$ cat src/rtl/piso_serializer.sv
// Parallel-in/serial-out transmitter: valid/ready word in, MSB-first bit stream out with frame strobe.
// Optional even-parity trailer bit when PISO_SERIALIZER_PARITY_EN is defined.
module piso_serializer #(
  parameter int WIDTH = 8
) (
  input  logic             clk_i,
  input  logic             rst_n_i,
  input  logic [WIDTH-1:0] in_data_i,
  input  logic             in_valid_i,
  output logic             in_ready_o,
  output logic             do_o,
  output logic             frame_o,
  output logic             busy_o
);

  localparam int            CW   = (WIDTH > 1) ? $clog2(WIDTH) : 1;
  localparam logic [CW-1:0] LAST = CW'(WIDTH - 1);

`ifdef PISO_SERIALIZER_PARITY_EN
  typedef enum logic [1:0] {IDLE = 2'd0, SHIFT = 2'd1, PARITY = 2'd2} state_e;
`else
  typedef enum logic [1:0] {IDLE = 2'd0, SHIFT = 2'd1} state_e;
`endif

  state_e           state_q, state_d;
  logic [WIDTH-1:0] shreg_q, shreg_d;
  logic [CW-1:0]    cnt_q, cnt_d;
  logic             do_q, do_d;
  logic             frame_q, frame_d;
  logic             busy_q, busy_d;
  logic             last_bit;
  logic             load;

`ifdef PISO_SERIALIZER_PARITY_EN
  logic par_q, par_d;
`endif

  assign last_bit = (state_q == SHIFT) && (cnt_q == LAST);

  // Ready opens on the final cycle of a word so the next one follows with no gap.
`ifdef PISO_SERIALIZER_PARITY_EN
  assign in_ready_o = rst_n_i && ((state_q == IDLE) || (state_q == PARITY));
`else
  assign in_ready_o = rst_n_i && ((state_q == IDLE) || last_bit);
`endif

  assign load = in_valid_i && in_ready_o;

  always_comb begin
    state_d = state_q;
    shreg_d = shreg_q;
    cnt_d   = cnt_q;
`ifdef PISO_SERIALIZER_PARITY_EN
    par_d   = par_q;
`endif
    case (state_q)
      IDLE: begin
        if (load) begin
          state_d = SHIFT;
          shreg_d = in_data_i;
          cnt_d   = '0;
`ifdef PISO_SERIALIZER_PARITY_EN
          par_d   = ^in_data_i;
`endif
        end
      end
      SHIFT: begin
        if (!last_bit) begin
          shreg_d = {shreg_q[WIDTH-2:0], 1'b0};
          cnt_d   = cnt_q + CW'(1);
        end else begin
`ifdef PISO_SERIALIZER_PARITY_EN
          state_d = PARITY;
          shreg_d = '0;
`else
          if (load) begin
            state_d = SHIFT;
            shreg_d = in_data_i;
            cnt_d   = '0;
          end else begin
            state_d = IDLE;
            shreg_d = '0;
            cnt_d   = '0;
          end
`endif
        end
      end
`ifdef PISO_SERIALIZER_PARITY_EN
      PARITY: begin
        if (load) begin
          state_d = SHIFT;
          shreg_d = in_data_i;
          cnt_d   = '0;
          par_d   = ^in_data_i;
        end else begin
          state_d = IDLE;
          cnt_d   = '0;
        end
      end
`endif
      default: begin
        state_d = IDLE;
        shreg_d = '0;
        cnt_d   = '0;
      end
    endcase
  end

  // Outputs are decoded from the next state so they register on the same edge as the state.
  always_comb begin
    do_d    = 1'b0;
    frame_d = 1'b0;
    busy_d  = 1'b0;
    case (state_d)
      SHIFT: begin
        do_d    = shreg_d[WIDTH-1];
        frame_d = 1'b1;
        busy_d  = 1'b1;
      end
`ifdef PISO_SERIALIZER_PARITY_EN
      PARITY: begin
        do_d    = par_q;
        frame_d = 1'b1;
        busy_d  = 1'b1;
      end
`endif
      default: ;
    endcase
  end

  always_ff @(posedge clk_i) begin
    if (!rst_n_i) begin
      state_q <= IDLE;
      shreg_q <= '0;
      cnt_q   <= '0;
      do_q    <= 1'b0;
      frame_q <= 1'b0;
      busy_q  <= 1'b0;
`ifdef PISO_SERIALIZER_PARITY_EN
      par_q   <= 1'b0;
`endif
    end else begin
      state_q <= state_d;
      shreg_q <= shreg_d;
      cnt_q   <= cnt_d;
      do_q    <= do_d;
      frame_q <= frame_d;
      busy_q  <= busy_d;
`ifdef PISO_SERIALIZER_PARITY_EN
      par_q   <= par_d;
`endif
    end
  end

  assign do_o    = do_q;
  assign frame_o = frame_q;
  assign busy_o  = busy_q;

endmodule

$ cat config.mk
export PLATFORM = sky130hd
export DESIGN_NAME = piso_serializer
export DESIGN_NICKNAME = d
export VERILOG_FILES = /design/src/rtl/piso_serializer.sv
export SDC_FILE = /design/constraint.sdc
export NUM_CORES = 1
export LEC_CHECK = 0
export CAP_MARGIN = 0
export CORE_UTILIZATION = 25
export CTS_BUF_LIST = sky130_fd_sc_hd__clkbuf_16
export DETAILED_ROUTE_END_ITERATION = 12
export MAX_ROUTING_LAYER = met4
export SLEW_MARGIN = 15
export SYNTH_ARGS = -nofsm -noshare
export SYNTH_HDL_FRONTEND = slang
export SYNTH_SLANG_ARGS = --single-unit
$ cat constraint.sdc
create_clock -name clk_i -period 2.8 [get_ports clk_i]
set_input_delay 0.7 -clock clk_i [delete_from_list [all_inputs] [get_ports clk_i]]
set_output_delay 0.7 -clock clk_i [all_outputs]
set_load 0.02 [all_outputs]
======== Yosys cells after proc, flatten, opt, wreduce, memory -nomap -nowiden ========
Index checks and enable logic that the tools add are counted.
operators by class
  add/sub/neg operators ................... 1
  eq/ne operators ......................... 4
  mux-type cells .......................... 12
  reduce and logical (&&, ||, !) cells .... 6
operator list
  operator                                                         count
  8-bit 2-to-1 mux                                                 3
  8-bit case mux with 2 select lines                               1
  3-bit 2-to-1 mux                                                 2
  3-bit case mux with 2 select lines                               1
  2-bit by 1-bit == test with 1-bit output, second input constant  2
  2-bit 2-to-1 mux                                                 2
  2-bit case mux with 2 select lines                               1
  3-bit by 1-bit adder with 3-bit output, second input constant    1
  3-bit == test, second input constant                             1
  1-bit logical AND                                                3
  2-bit zero test                                                  1
  1-bit 2-to-1 mux                                                 2
  2-bit inequality test, second input constant                     1
  2-bit AND reduction                                              1
  1-bit logical OR                                                 1
storage, ports and cells
  register bits ........................... 15
  bits of input ports ..................... 11

======== Longest topological paths before layout ========
Gate-level depths: netlist of run 1.
  depth in word-level cells ............... 10
  mapped depth ............................ 5
  depth with buffers taken out ............ 5

======== Least setup slack after synthesis of run 1 ========
No wires, ideal clock.
  path kind ............................... input-to-output
  from .................................... input rst_n_i
  to ...................................... output in_ready_o
  arrival ................................. 1.325 ns
  required time ........................... 2.100 ns
  path slack .............................. 0.775 ns
  cell stages on the path ................. 3
  cells stage by stage .................... clkbuf_1 nand2b_2 nor2_1
between the ends
  cells in the longest elaborated chain, start to end .. 1
RTL lines
  item                RTL line  text
  start: declaration  7         input logic rst_n_i,
  1-bit logical AND   44        assign in_ready_o = rst_n_i && ((state_q == IDLE) || last_bit);
  end: declaration    10        output logic in_ready_o,
No other way between the ends.

======== Worst setup path in the final report of run 1 ========
Ends and elaborated chain as after synthesis.

==> results.md, run 1 <==
Drt:
- The final layout contains routed wiring with a total length of 1.43 mm.
- The remaining design rule violation count is 0.
- The number of DRC markers after the initial detailed-route iteration is 9.
- The pre-antenna-repair detailed-routing pass consisted of 4 iterations.
- After detailed routing, the average wire length per cell comes to 12.0 um.
- After detailed routing, the number of vias per cell comes to 4.98.
- The routed layout has 593 vias.
- The count of nets left with antenna violations once routing finished came out at 0.

Setup path:
- The data arrival time of the critical path is 2.00 ns.
- The maximum net fanout on the critical path is 3.
- The type of destination of the critical path is an output pin.
- The sort of element at the start of the critical path is an input pin.
- The critical path is of the in2out type.
- The critical path data required time is 2.10 ns.

Clock tree:
- Hold repair after CTS inserted 0 buffers.
- After clock tree synthesis, the clock-pin slew on the worst setup and hold paths is 0.05 ns.
- Once the clock tree was built, the setup fixing pass inserted 0 buffers.
- The clock tree from TritonCTS is built.
- The number of buffers created by CTS is 3.
- The post-CTS resize count is 0.
- CTS placed an instance of sky130_fd_sc_hd__clkbuf_16 at the clock tree root.
- The later pin in the worst-skew pair is clocked with a latency of 0.25 ns.
- The maximum clock insertion buffer count is 2.
- The TritonCTS sink count is 15.
- In this run the number of H-tree levels came out at 1.

Logic synthesis:
- The predominant post-synthesis flop cell is sky130_fd_sc_hd__dfxtp_1.
- In the post-synthesis netlist, the cell with the most instances is sky130_fd_sc_hd__dfxtp_1.
- In this run, distinct cell masters in the synthesized netlist total 29.
- In the post-synthesis netlist, the biggest area contributors are sky130_fd_sc_hd__dfxtp_1, sky130_fd_sc_hd__a21oi_1, sky130_fd_sc_hd__nand4_1, sky130_fd_sc_hd__and2b_4, sky130_fd_sc_hd__a21boi_1.
- In the synthesized netlist the async set-or-reset flop fraction comes to 0.
- A synthesized cell averages 9.77 um^2.
- The synthesized design contains 0 enable-type register cells.
- The cell area that synthesis handed to floorplanning was 723 um^2.
- The cell count after synthesis came out at 74.
- Ranked by instance count, the synthesized netlist is headed by sky130_fd_sc_hd__dfxtp_1, sky130_fd_sc_hd__a21oi_1, sky130_fd_sc_hd__nand4_1.
- In this run, synthesis produced a sequential element count of 15.
- The share of synthesized area in the top cell type comes to 0.415.
- The synthesized design spends more area on one cell type than any other, namely sky130_fd_sc_hd__dfxtp_1.
- For this run, the register share of the synthesized area comes to 0.415.
- During synthesis, Yosys emitted a total of 0 warnings.
- The post-synth net total is 87.

Place:
- Summed over all nets, the half-perimeter wirelength after detailed placement is 1.07 mm.
- Routability-driven placement finished with a final weighted congestion of 0.821.
- During placement, the flow inserted port buffers numbering 14.

Status:
- The flow ran to the end, and the final reports show no timing, DRC or antenna violations.

Flow run:
- The number of max-capacitance violations reported is 0.

Pwr:
- The switching power as a share of total power is 0.209.
- The analysis attributes to net switching a power of 0.000117 W.
- The leakage power is 0.346 nW.
- The register share of total power is 0.408.
- The power share of the combinational group is 0.106.
- The internal portion of the total power is 0.000444 W.
- Summing internal, switching and leakage power gives 0.000561 W.
- The relative contribution of the clock network to total power is 0.486.
- The peak ir drop on the vdd network is 394 uV.
- The power density of the placed cells is 590 nW/um^2.

Floorplan:
- The die is 55.8 um wide.
- For this design the top-level I/O count stands at 15.
- In this run the core area contains 19 standard-cell rows.
- The die height is 55.8 um.
- The die outline area is 3110 um^2.
- The placeable core region is 2760 um^2.
- For this configuration, the core starts out at a cell density of 0.262.

Global route:
- The pin count of the biggest net entering global routing is 14.
- The first-pass GRT wire length is 2.45 mm.
- The via count of the first global-routing pass is 568.
- The number of antenna violations at the first check in global routing is 0.
- In the global route stage, overall resource usage came out at 0.107.
- The residual overflow from global routing is 0.

Timing:
- Setup violations remaining at the end of the flow were counted as 0.
- Dividing the final minimum period by the clock period gives 0.965.
- The hold violation total from the final report is 0.
- At the pin with the least slew margin, the transition time is 0.504 ns.
- The setup TNS is 0 ns.
- The clock period minus worst slack is 2.70 ns.
- Setup repair after global routing left no endpoint under its margin.
- The final number of max-transition violations was 0.
- The timing-limited maximum frequency is 370 MHz.
- The relative slew slack is 0.663.
- The clock arrives with 0.00520 ns of skew.

Finish:
- Measured on the finished design, the core utilization comes to 0.345.
- Counting the fill cells in the layout gives 302.
- The growth of design area from synthesis to finish is 31.7%.
- The repair_antennas step left the layout with diodes totalling 0.
- In the final layout, the share of cells above drive strength 1 is 0.136.
- At the end of the flow, the number of nets in the layout was 102.

Worst hold path:
- The min-delay analysis places its worst path in the category reg2reg.
## critical path, cell delays in order
cell and delay [ns]:
sky130_fd_sc_hd__clkdlybuf4s50_1 0.50, sky130_fd_sc_hd__nand2b_2 0.09, sky130_fd_sc_hd__nor2_1 0.11, sky130_fd_sc_hd__clkdlybuf4s50_1 0.60
## power groups by stage
| stage | clock network (W) | registers [W] | logic (W) |
|---|---|---|---|
| 6_report | 0.000273 | 0.000229 | 0.0000596 |
| 5_1_grt | 0.000285 | 0.000230 | 0.0000657 |
| 4_1_cts | 0.000278 | 0.000229 | 0.0000603 |
| 3_5_place_dp | 0 | 0.000233 | 0.0000601 |
| 3_3_place_gp | 0 | 0.000233 | 0.0000595 |
| 2_1_floorplan | 0 | 0.000230 | 0.0000389 |
## layout by cell type, fill, tap and decap left out, drive strengths merged, types with 2 or more instances in the layout
| master | instances |
|---|---|
| ha | 2 |
| clkdlybuf4s50 | 14 |
| nand2b | 2 |
| nor2b | 4 |
| nor2 | 2 |
| clkbuf | 3 |
| nand4 | 5 |
| and2b | 3 |
| inv | 2 |
| o21a | 2 |
| a22oi | 5 |
| a21oi | 8 |
| o21ai | 6 |
| nor3b | 2 |
| dfxtp | 15 |
| a21boi | 4 |
| buf | 2 |
## path summary, 6_finish.rpt
| kind | start | to | slack (ns) | cells past startpoint |
|---|---|---|---|---|
| worst min-delay path | shreg_q[0] | shreg_q[0] | 0.47 | 2 |
| worst max-delay path | rst_n_i | in_ready_o | 0.1 | 4 |
| worst max register to register | cnt_q[0] | shreg_q[2] | 1.27 | 5 |
| worst min register to register | shreg_q[0] | shreg_q[0] | 0.47 | 2 |
## stage by stage
stage          instances  hold WS [ns]  cell area [um^2]  worst slack, ns
6_report             119         0.474               952           0.0972
5_1_grt              119         0.501               952           0.0685
4_1_cts              119         0.474               952           0.0884
3_5_place_dp         115         0.467               873           0.0978
3_3_place_gp         115         0.451               873           0.0796
2_1_floorplan         74         0.434               723            0.775
## flip-flops by register name, indices dropped and copies added (netlist names)
name     cells
shreg_q      8
cnt_q        3
state_q      2
busy_o       1
do_o         1
## cell families (layout without fill, tap and decap cells)
kind of cell,count (synthesis),count (layout),synth area share
compound gates,27,27,0.258
flops,15,15,0.415
fa+ha+maj,2,2,0.0346
buf+inv,7,21,0.0657
simple gates,21,21,0.208
other cells,1,1,0.00519
mux,1,1,0.0138
## routing by layer
layer,wire length (um),up-vias,GRT usage
met5,0,-,-
met4,45,0,0.0607
met3,98,6,0.0349
met2,651,22,0.162
met1,630,275,0.124
li1,-,290,-
## final cells by class
| class | instances | area, um^2 | share of cell area |
|---|---|---|---|
| inverter | 1 | 3.75 | 0.00394 |
| multi-input combinational | 52 | 375 | 0.394 |
| clock buffer | 3 | 75.1 | 0.0788 |
| timing repair buffer | 16 | 155 | 0.163 |
| clock inverter | 1 | 3.75 | 0.00394 |
| sequential | 15 | 300 | 0.315 |
| tap | 31 | 38.8 | 0.0407 |
Power figures use the tool's default switching activity.
==> run 2: changes to the inputs <==
==> constraint.sdc (replaced) <==
create_clock -name clk_i -period 3.2 [get_ports clk_i]
set_input_delay 0.8 -clock clk_i [delete_from_list [all_inputs] [get_ports clk_i]]
set_output_delay 0.8 -clock clk_i [all_outputs]
set_load 0.02 [all_outputs]
==> run 2 against run 1 <==
  * Critical path depth is the same
  * Die area is the same
  * Wire length grew 0.49%
  * First-iteration DRC count grew 22%
  * Hold slack lost 0.018 ns
  * Final cell count shrank 0.84%
  * Critical path type unchanged
  * Highest routed layer unchanged
==> results.md, run 2 (synthesis results as in run 1) <==
Timing:
- The setup TNS is 0 ns (unchanged).
- The final number of max-transition violations came to 0 (unchanged).
- In the finished design, the share of the clock period the worst path needs comes to 0.918.
- The relative slew slack was 0.655 (was 0.663).
- The number of endpoints failing setup at the final stage is 0 (unchanged).
- RSZ-0062 raised after global routing: no (unchanged).
- The timing-limited maximum frequency is 340 MHz.
- For the finished layout, the period the worst path requires is 2.94 ns.
- The hold violation total from the final report is 0 (unchanged).
- The worst setup skew after layout is 0.00429 ns (was 0.00520 ns).
- The slew of the pin with the lowest slew margin was 0.516 ns (was 0.504 ns).

Finish:
- The antenna diode count was 0 (unchanged).
- The largest register by flop count is shreg_q (unchanged).
- The core utilization of the finished layout is 0.343 (was 0.345).
- The fraction of final layout cells sized beyond drive strength 1 is 0.126 (was 0.136).
- The commonest non-fill, non-tap cell in the layout is sky130_fd_sc_hd__dfxtp_1 (unchanged).
- The growth of design area from synthesis to finish is 30.6% (was 31.7%).
- Largest registers ranked by flip-flop count: shreg_q (8), cnt_q (3), state_q (2) (unchanged).
- The number of flip-flops under the largest register name was 8 (unchanged).
- Commonest cells after routing, fill and taps aside: sky130_fd_sc_hd__dfxtp_1, sky130_fd_sc_hd__clkdlybuf4s50_1, sky130_fd_sc_hd__a21oi_1 (unchanged).
- The layout net count is 101 (was 102).

Clock tree:
- The clock tree from TritonCTS is built (unchanged).
- The H-tree depth reported by CTS is 1 (unchanged).
- The TritonCTS sink count is 15 (unchanged).
- The post-CTS setup-driven buffer insertion count came to 0 (unchanged).
- The post-CTS resize count is 0 (unchanged).
- The number of buffers created by CTS came to 3 (unchanged).
- The clock transition at the register clock pins on the worst setup and hold paths after CTS came to 0.05 ns (about the same).
- The maximum clock insertion buffer count is 2 (unchanged).
- The clock insertion delay at the later pin of the skew report is 0.24 ns (was 0.25 ns).
- The count of hold buffers inserted by post-cts repair is 0 (unchanged).
- The library cell used as clock root buffer is sky130_fd_sc_hd__clkbuf_16 (unchanged).

Global route:
- The pin count of the biggest net entering global routing was 14 (unchanged).
- The via count of the first global-routing pass is 562 (was 568).
- The first-pass GRT wire length was 2.42 mm (was 2.45 mm).
- The global-route usage over all layers is 0.103 (was 0.107).
- The residual overflow from global routing is 0 (unchanged).
- The number of antenna violations at the first check in global routing was 0 (unchanged).

Floorplan:
- The die outline area came to 3110 um^2 (unchanged).
- The total I/O pin count is 15 (unchanged).
- The placeable core region is 2760 um^2 (unchanged).
- The initial core utilization is 0.262 (unchanged).
- The die height is 55.8 um (unchanged).
- The number of rows in the core area is 19 (unchanged).
- The horizontal extent of the die is 55.8 um (unchanged).

Pwr:
- The register share of total power is 0.411 (was 0.408).
- The relative contribution of the clock network to total power came to 0.484 (was 0.486).
- The power share of the combinational group is 0.105 (was 0.106).
- The power spent charging and discharging nets is 0.000101 W (was 0.000117 W).
- The peak ir drop on the vdd network is 252 uV (was 394 uV).
- The leakage power is 0.342 nW (was 0.346 nW).
- The power density of the placed cells came to 517 nW/um^2 (was 590 nW/um^2).
- The internal power summed over all cells is 0.000388 W (was 0.000444 W).
- The switching power as a share of total power came to 0.206 (was 0.209).

Setup path:
- The maximum net fanout on the critical path is 3 (unchanged).
- The most numerous cell on the critical path is sky130_fd_sc_hd__clkdlybuf4s50_1 (unchanged).
- The data arrival time of the critical path came to 2.14 ns (was 2.00 ns).
- The sort of element at the start of the critical path is an input pin (unchanged).
- The type of the worst setup path was in2out (unchanged).
- Cell Chain, Critical Path: clkdlybuf4s50_1, nand2b_2, nor2_1, clkdlybuf4s50_1 (unchanged).
- The delay of the slowest cell on the worst path is 0.61 ns (was 0.60 ns).
- The library cell contributing the largest single delay on the critical path is sky130_fd_sc_hd__clkdlybuf4s50_1 (unchanged).
- The logic depth of the worst register-to-register path came to 5 (unchanged).
- The critical path data required time is 2.40 ns (was 2.10 ns).
- The type of destination of the critical path is an output pin (unchanged).

Place:
- The weighted congestion at the end of routability-driven global placement is 0.799 (was 0.821).
- The port buffer count is 14 (unchanged).
- The HPWL after detailed placement came to 1.05 mm (was 1.07 mm).

Drt:
- The number of DRC markers after the initial detailed-route iteration is 11 (was 9).
- The iteration count of the initial detailed-routing pass is 4 (unchanged).
- The routed wire length is 1.43 mm (about the same).
- The post-detailed-route wirelength per cell is 12.1 um (was 12.0 um).
- The remaining design rule violation count is 0 (unchanged).
- The mean number of vias per cell is 4.83 (was 4.98).
- The post-route antenna net violation count is 0 (unchanged).
- The number of vias in the routed layout was 570 (was 593).

Status:
- Status: finished clean (unchanged).

Worst hold path:
- The hold-critical path depth came to 2 (unchanged).
- The path class of the lowest-slack min-delay path is reg2reg (unchanged).

Flow run:
- The number of max-capacitance violations reported is 0 (unchanged).
==> run 2: path summary, 6_finish.rpt <==
path,from,endpoint,slack (ns)
setup / recovery,rst_n_i,in_ready_o,0.26
hold reg to reg,shreg_q[0],shreg_q[0],0.46
hold / removal,shreg_q[0],shreg_q[0],0.46
setup reg to reg,cnt_q[0],shreg_q[1],1.65
==> run 2: layer usage <==
| metal | part of all wire | up-vias | track usage |
|---|---|---|---|
| li1 | - | 293 | - |
| met3 | 0.046 | 4 | 0.0256 |
| met4 | 0.016 | 0 | 0.0536 |
| met2 | 0.46 | 17 | 0.167 |
| met5 | 0 | - | - |
| met1 | 0.48 | 256 | 0.119 |
==> run 2: cell type report <==
type | count | area [um^2]
fill | 305 | 1810
multi-input combinational | 52 | 375
sequential | 15 | 300
timing repair buffer | 15 | 148
clock buffer | 3 | 75.1
tap | 31 | 38.8
clock inverter | 1 | 3.75
inverter | 1 | 3.75
==> run 2: metrics by stage <==
stage	power, W	instances	worst slack, ns	instance area [um^2]	hold WS, ns
floorplan	0.000235	74	0.975	723	0.434
global placement	0.000255	114	0.279	866	0.453
detailed placement	0.000256	114	0.278	866	0.453
CTS	0.000495	118	0.259	945	0.462
global route	0.000512	118	0.219	945	0.492
finish	0.000488	118	0.261	945	0.456
==> run 2: power groups by stage <==
stage          sequential (W)  combinational, W  clock (W)
2_1_floorplan        0.000201         0.0000340          0
3_3_place_gp         0.000204         0.0000511          0
3_5_place_dp         0.000204         0.0000515          0
4_1_cts              0.000201         0.0000517   0.000242
6_report             0.000201         0.0000513   0.000236
5_1_grt              0.000201         0.0000562   0.000254
==> run 2: critical path: cells and delay by family <==
family	cells	cell delay (ns)
and+or+nand+nor	2	0.21
buffers and inverters	2	1.14
==> RTL change 1: new RTL, flow settings as in run 1 <==
Add a define of `PISO_SERIALIZER_PARITY_EN`.
--- a/src/rtl/piso_serializer.sv
+++ b/src/rtl/piso_serializer.sv
@@ -1,4 +1,6 @@
 // Parallel-in/serial-out transmitter: valid/ready word in, MSB-first bit stream out with frame strobe.
 // Optional even-parity trailer bit when PISO_SERIALIZER_PARITY_EN is defined.
+`define PISO_SERIALIZER_PARITY_EN
+
 module piso_serializer #(
   parameter int WIDTH = 8
Check against the original RTL: not equivalent (Yosys sat finds a counterexample within 10 cycles, from zero or initial values and one cycle with rst_n_i low).
==> RTL change 1 against run 1 <==
The run now ends with DRC left; synthesized area up 3.3%; routed wire length shrank 2.3%; sequential power rose by 4%; power is 9.1% higher; final area rose by 4.7%; synthesized cell count is 4.1% higher; sequential cell count unchanged; worst setup slack better by 47 ps.
==> RTL change 1: results (changes against run 1) <==
- Status: complete, but fails checks (was finished clean)
- Failing checks: DRC
- Post-route DRC: 2 (was 0)
- Post-synthesis xor/xnor area fraction: 0.0821 (was 0)
- Die width: 56.7 µm (was 55.8 µm)
- Final #Nets: 108 (was 102)
- Vias in the first global route: 549 (was 568)
- Placed cells: 121 (was 115)
- Worst EP arrival: 1960 ps (was 2000 ps)
- Post-Synthesis Cells: 77 (was 74)
- Initial drt markers: 5 (was 9)
- Clk_skew: 1.05 ps (was 5.20 ps)
- Global-route usage over all layers: 0.105 (was 0.107)
- HPWL after DPL: 1050 µm (was 1070 µm)
- Top post-synthesis cells by count: dfxtp_1 (15), nor2b_1 (10), mux2i_1 (8) (was dfxtp_1 (15), a21oi_1 (8), nand4_1 (5))
- Max_slew headroom: 0.714 (was 0.663)
- Drt first pass iters: 7 (was 4)
- Area after DPL: 918 µm² (was 873 µm²)
- Ranking of synthesized cells by area: dfxtp_1 (40%), mux2i_1 (11%), nor2b_1 (8.4%), xnor2_1 (8.2%), a21oi_1 (4.7%) (was dfxtp_1 (42%), a21oi_1 (5.5%), nand4_1 (4.3%), and2b_4 (4.2%), a21boi_1 (4.2%))
- Post-synthesis mux area share: 0.107 (was 0.0138)
- DR vias: 570 (was 593)
- Complex-gate fraction of the synthesized area: 0.132 (was 0.258)
- P_comb: 0.101 mW (was 0.0596 mW)
- Routed vias/inst: 4.56 (was 4.98)
- Fillers: 295 (was 302)
[RTL change 1: final cells by class]
| class | count | area, µm² | share of cell area |
|---|---|---|---|
| flip-flops and latches | 15 | 300 | 0.301 |
| clock buffers | 3 | 75.1 | 0.0753 |
| clock inverters | 1 | 3.75 | 0.00376 |
| repair buffers | 17 | 163 | 0.163 |
| well taps | 31 | 38.8 | 0.0389 |
| multi-input cells | 58 | 417 | 0.418 |
[RTL change 1: routing by layer]
layer,vias to the layer above,GRT usage,share of wire
met5,-,-,0
met4,0,0.0750,0.014
met3,2,0.0300,0.035
met2,10,0.153,0.44
met1,265,0.122,0.51
li1,293,-,-
[RTL change 1: path summary, 6_finish.rpt]
check        startpoint          to  cells past startpoint  slack, ps
min reg2reg  state_q[1]    cnt_q[0]                      1        490
min          state_q[1]    cnt_q[0]                      1        490
max reg2reg    cnt_q[0]    cnt_q[2]                      6       1370
max             rst_n_i  in_ready_o                      3        140
==> RTL change 2: new RTL, config.mk and constraints of run 1 <==
Without the edit above. Take the reset off `shreg_q` and load it in a clocked block of its own.
--- a/src/rtl/piso_serializer.sv
+++ b/src/rtl/piso_serializer.sv
@@ -132,5 +132,4 @@
     if (!rst_n_i) begin
       state_q <= IDLE;
-      shreg_q <= '0;
       cnt_q   <= '0;
       do_q    <= 1'b0;
@@ -142,5 +141,4 @@
     end else begin
       state_q <= state_d;
-      shreg_q <= shreg_d;
       cnt_q   <= cnt_d;
       do_q    <= do_d;
@@ -153,4 +151,8 @@
   end
 
+  always_ff @(posedge clk_i) begin
+    shreg_q <= shreg_d;
+  end
+
   assign do_o    = do_q;
   assign frame_o = frame_q;
Behaviour: same outputs for any inputs over 10 cycles, from zero or initial values and one cycle with rst_n_i low; that may be too few to reach the edited logic, so the function may still have changed.
==> RTL change 2 against run 1 <==
Synthesized area down 12%; non-clock buffer count is the same; final area down 7.1%; routed wire length fell by 11%; die area shrank 12%; worst hold slack better by 13 ps; sequential cell count stayed put; worst setup slack better by 49 ps; synthesized cell count is 30% lower; power is 2.7% higher; fmax rose by 1.9%; critical path type unchanged; largest power group unchanged; highest routed layer unchanged.
==> RTL change 2: results (changes against run 1) <==
- Critical path fanouts, max: 2 (was 3)
- Slew @ Worst Pin: 534 ps (was 504 ps)
- Routed vias/inst: 4.72 (was 4.98)
- Post-synth EDFFs: 7 (was 0)
- Final #Nets: 84 (was 102)
- NetSw: 0.117 mW (about the same)
- Setup Fix Bufs, Post-CTS: 0 (unchanged)
- H-tree levels: 1 (unchanged)
- Final WL: 1280 µm (was 1430 µm)
- Clk_skew: 3.82 ps (was 5.20 ps)
- Ranking of synthesized cells by area: edfxtp_1 (33%), dfxtp_1 (25%), a22o_1 (5.5%), ha_1 (4.0%), nor2b_1 (3.0%) (was dfxtp_1 (42%), a21oi_1 (5.5%), nand4_1 (4.3%), and2b_4 (4.2%), a21boi_1 (4.2%))
- Final GP Congestion: 0.824 (was 0.821)
- PwrDens: 652 nW/µm² (was 590 nW/µm²)
- VDD IR max: 0.245 mV (was 0.394 mV)
- Top post-synthesis cells by count: dfxtp_1 (8), edfxtp_1 (7), a22o_1 (4) (was dfxtp_1 (15), a21oi_1 (8), nand4_1 (5))
- Yosys cell types: 26 (was 29)
- Port Buffers: 14 (unchanged)
- HPWL after DPL: 872 µm (was 1070 µm)
- P_leak: 0.345 nW (was 0.346 nW)
- Ratio of cells with drive above 1 in the final layout: 0.129 (was 0.136)
- Worst EP arrival: 1950 ps (was 2000 ps)
- Global-route usage over all layers: 0.105 (was 0.107)
- Status: finished clean (unchanged)
- Global-route wire length before repair: 1930 µm (was 2450 µm)
- CTS resizes: 0 (unchanged)
- Fillers: 232 (was 302)
- Largest net degree at the start of global routing: 10 (was 14)
- Syn_nets: 65 (was 87)
- Initial drt markers: 6 (was 9)
- Vias in the first global route: 440 (was 568)
- Post-synthesis sequential area ratio: 0.585 (was 0.415)
[RTL change 2: layout make-up]
type,instances,area [µm²],share of cell area
multi-input combinational,33,236,0.267
sequential,15,370,0.419
tap,28,35.0,0.0396
timing repair buffer,16,155,0.175
clock inverter,1,5.00,0.00566
inverter,2,7.51,0.00849
clock buffer,3,75.1,0.0849
[RTL change 2: critical path: stages]
cell and delay [ps]:
clkdlybuf4s50_1 480, nand2_1 90, nor2_1 90, clkdlybuf4s50_1 600
[RTL change 2: metrics by stage]
step | worst slack [ps] | power (mW) | util | area [µm²] | instances
2_1_floorplan | 1060 | 0.272 | - | 633 | 52
3_3_place_gp | 151 | 0.297 | 0.350 | 805 | 94
3_5_place_dp | 139 | 0.298 | 0.350 | 805 | 94
4_1_cts | 139 | 0.581 | 0.385 | 885 | 98
5_1_grt | 77.3 | 0.588 | 0.385 | 885 | 98
6_report | 146 | 0.577 | 0.385 | 885 | 98
[RTL change 2: kinds of logic (layout without fill, tap and decap cells)]
kind of cell	count (synthesis)	in the layout	share of synthesized area
other cells	1	1	0.00592
compound gates	13	13	0.158
buf+inv	4	22	0.0415
flops	15	15	0.585
simple gates	16	16	0.154
mux	1	1	0.0158
fa+ha+maj	2	2	0.0395
[RTL change 2: path summary, 6_finish.rpt]
path | from | endpoint | slack (ps) | cells after the start
hold / removal | shreg_q[6] | shreg_q[7] | 490 | 2
setup / recovery | rst_n_i | in_ready_o | 150 | 4
setup reg to reg | cnt_q[0] | shreg_q[5] | 1060 | 5
hold reg to reg | shreg_q[6] | shreg_q[7] | 490 | 2
[RTL change 2: power groups by stage]
stage | registers (mW) | logic [mW] | clock network [mW]
2_1_floorplan | 0.252 | 0.0202 | 0
3_3_place_gp | 0.251 | 0.0457 | 0
3_5_place_dp | 0.252 | 0.0461 | 0
4_1_cts | 0.248 | 0.0470 | 0.286
5_1_grt | 0.249 | 0.0501 | 0.289
6_report | 0.248 | 0.0468 | 0.282
[RTL change 2: metal layers]
| metal | track usage | share of wire |
|---|---|---|
| met1 | 0.120 | 0.46 |
| met3 | 0.0203 | 0.049 |
| met4 | 0.101 | 0.048 |
| met5 | - | 0 |
| met2 | 0.150 | 0.44 |
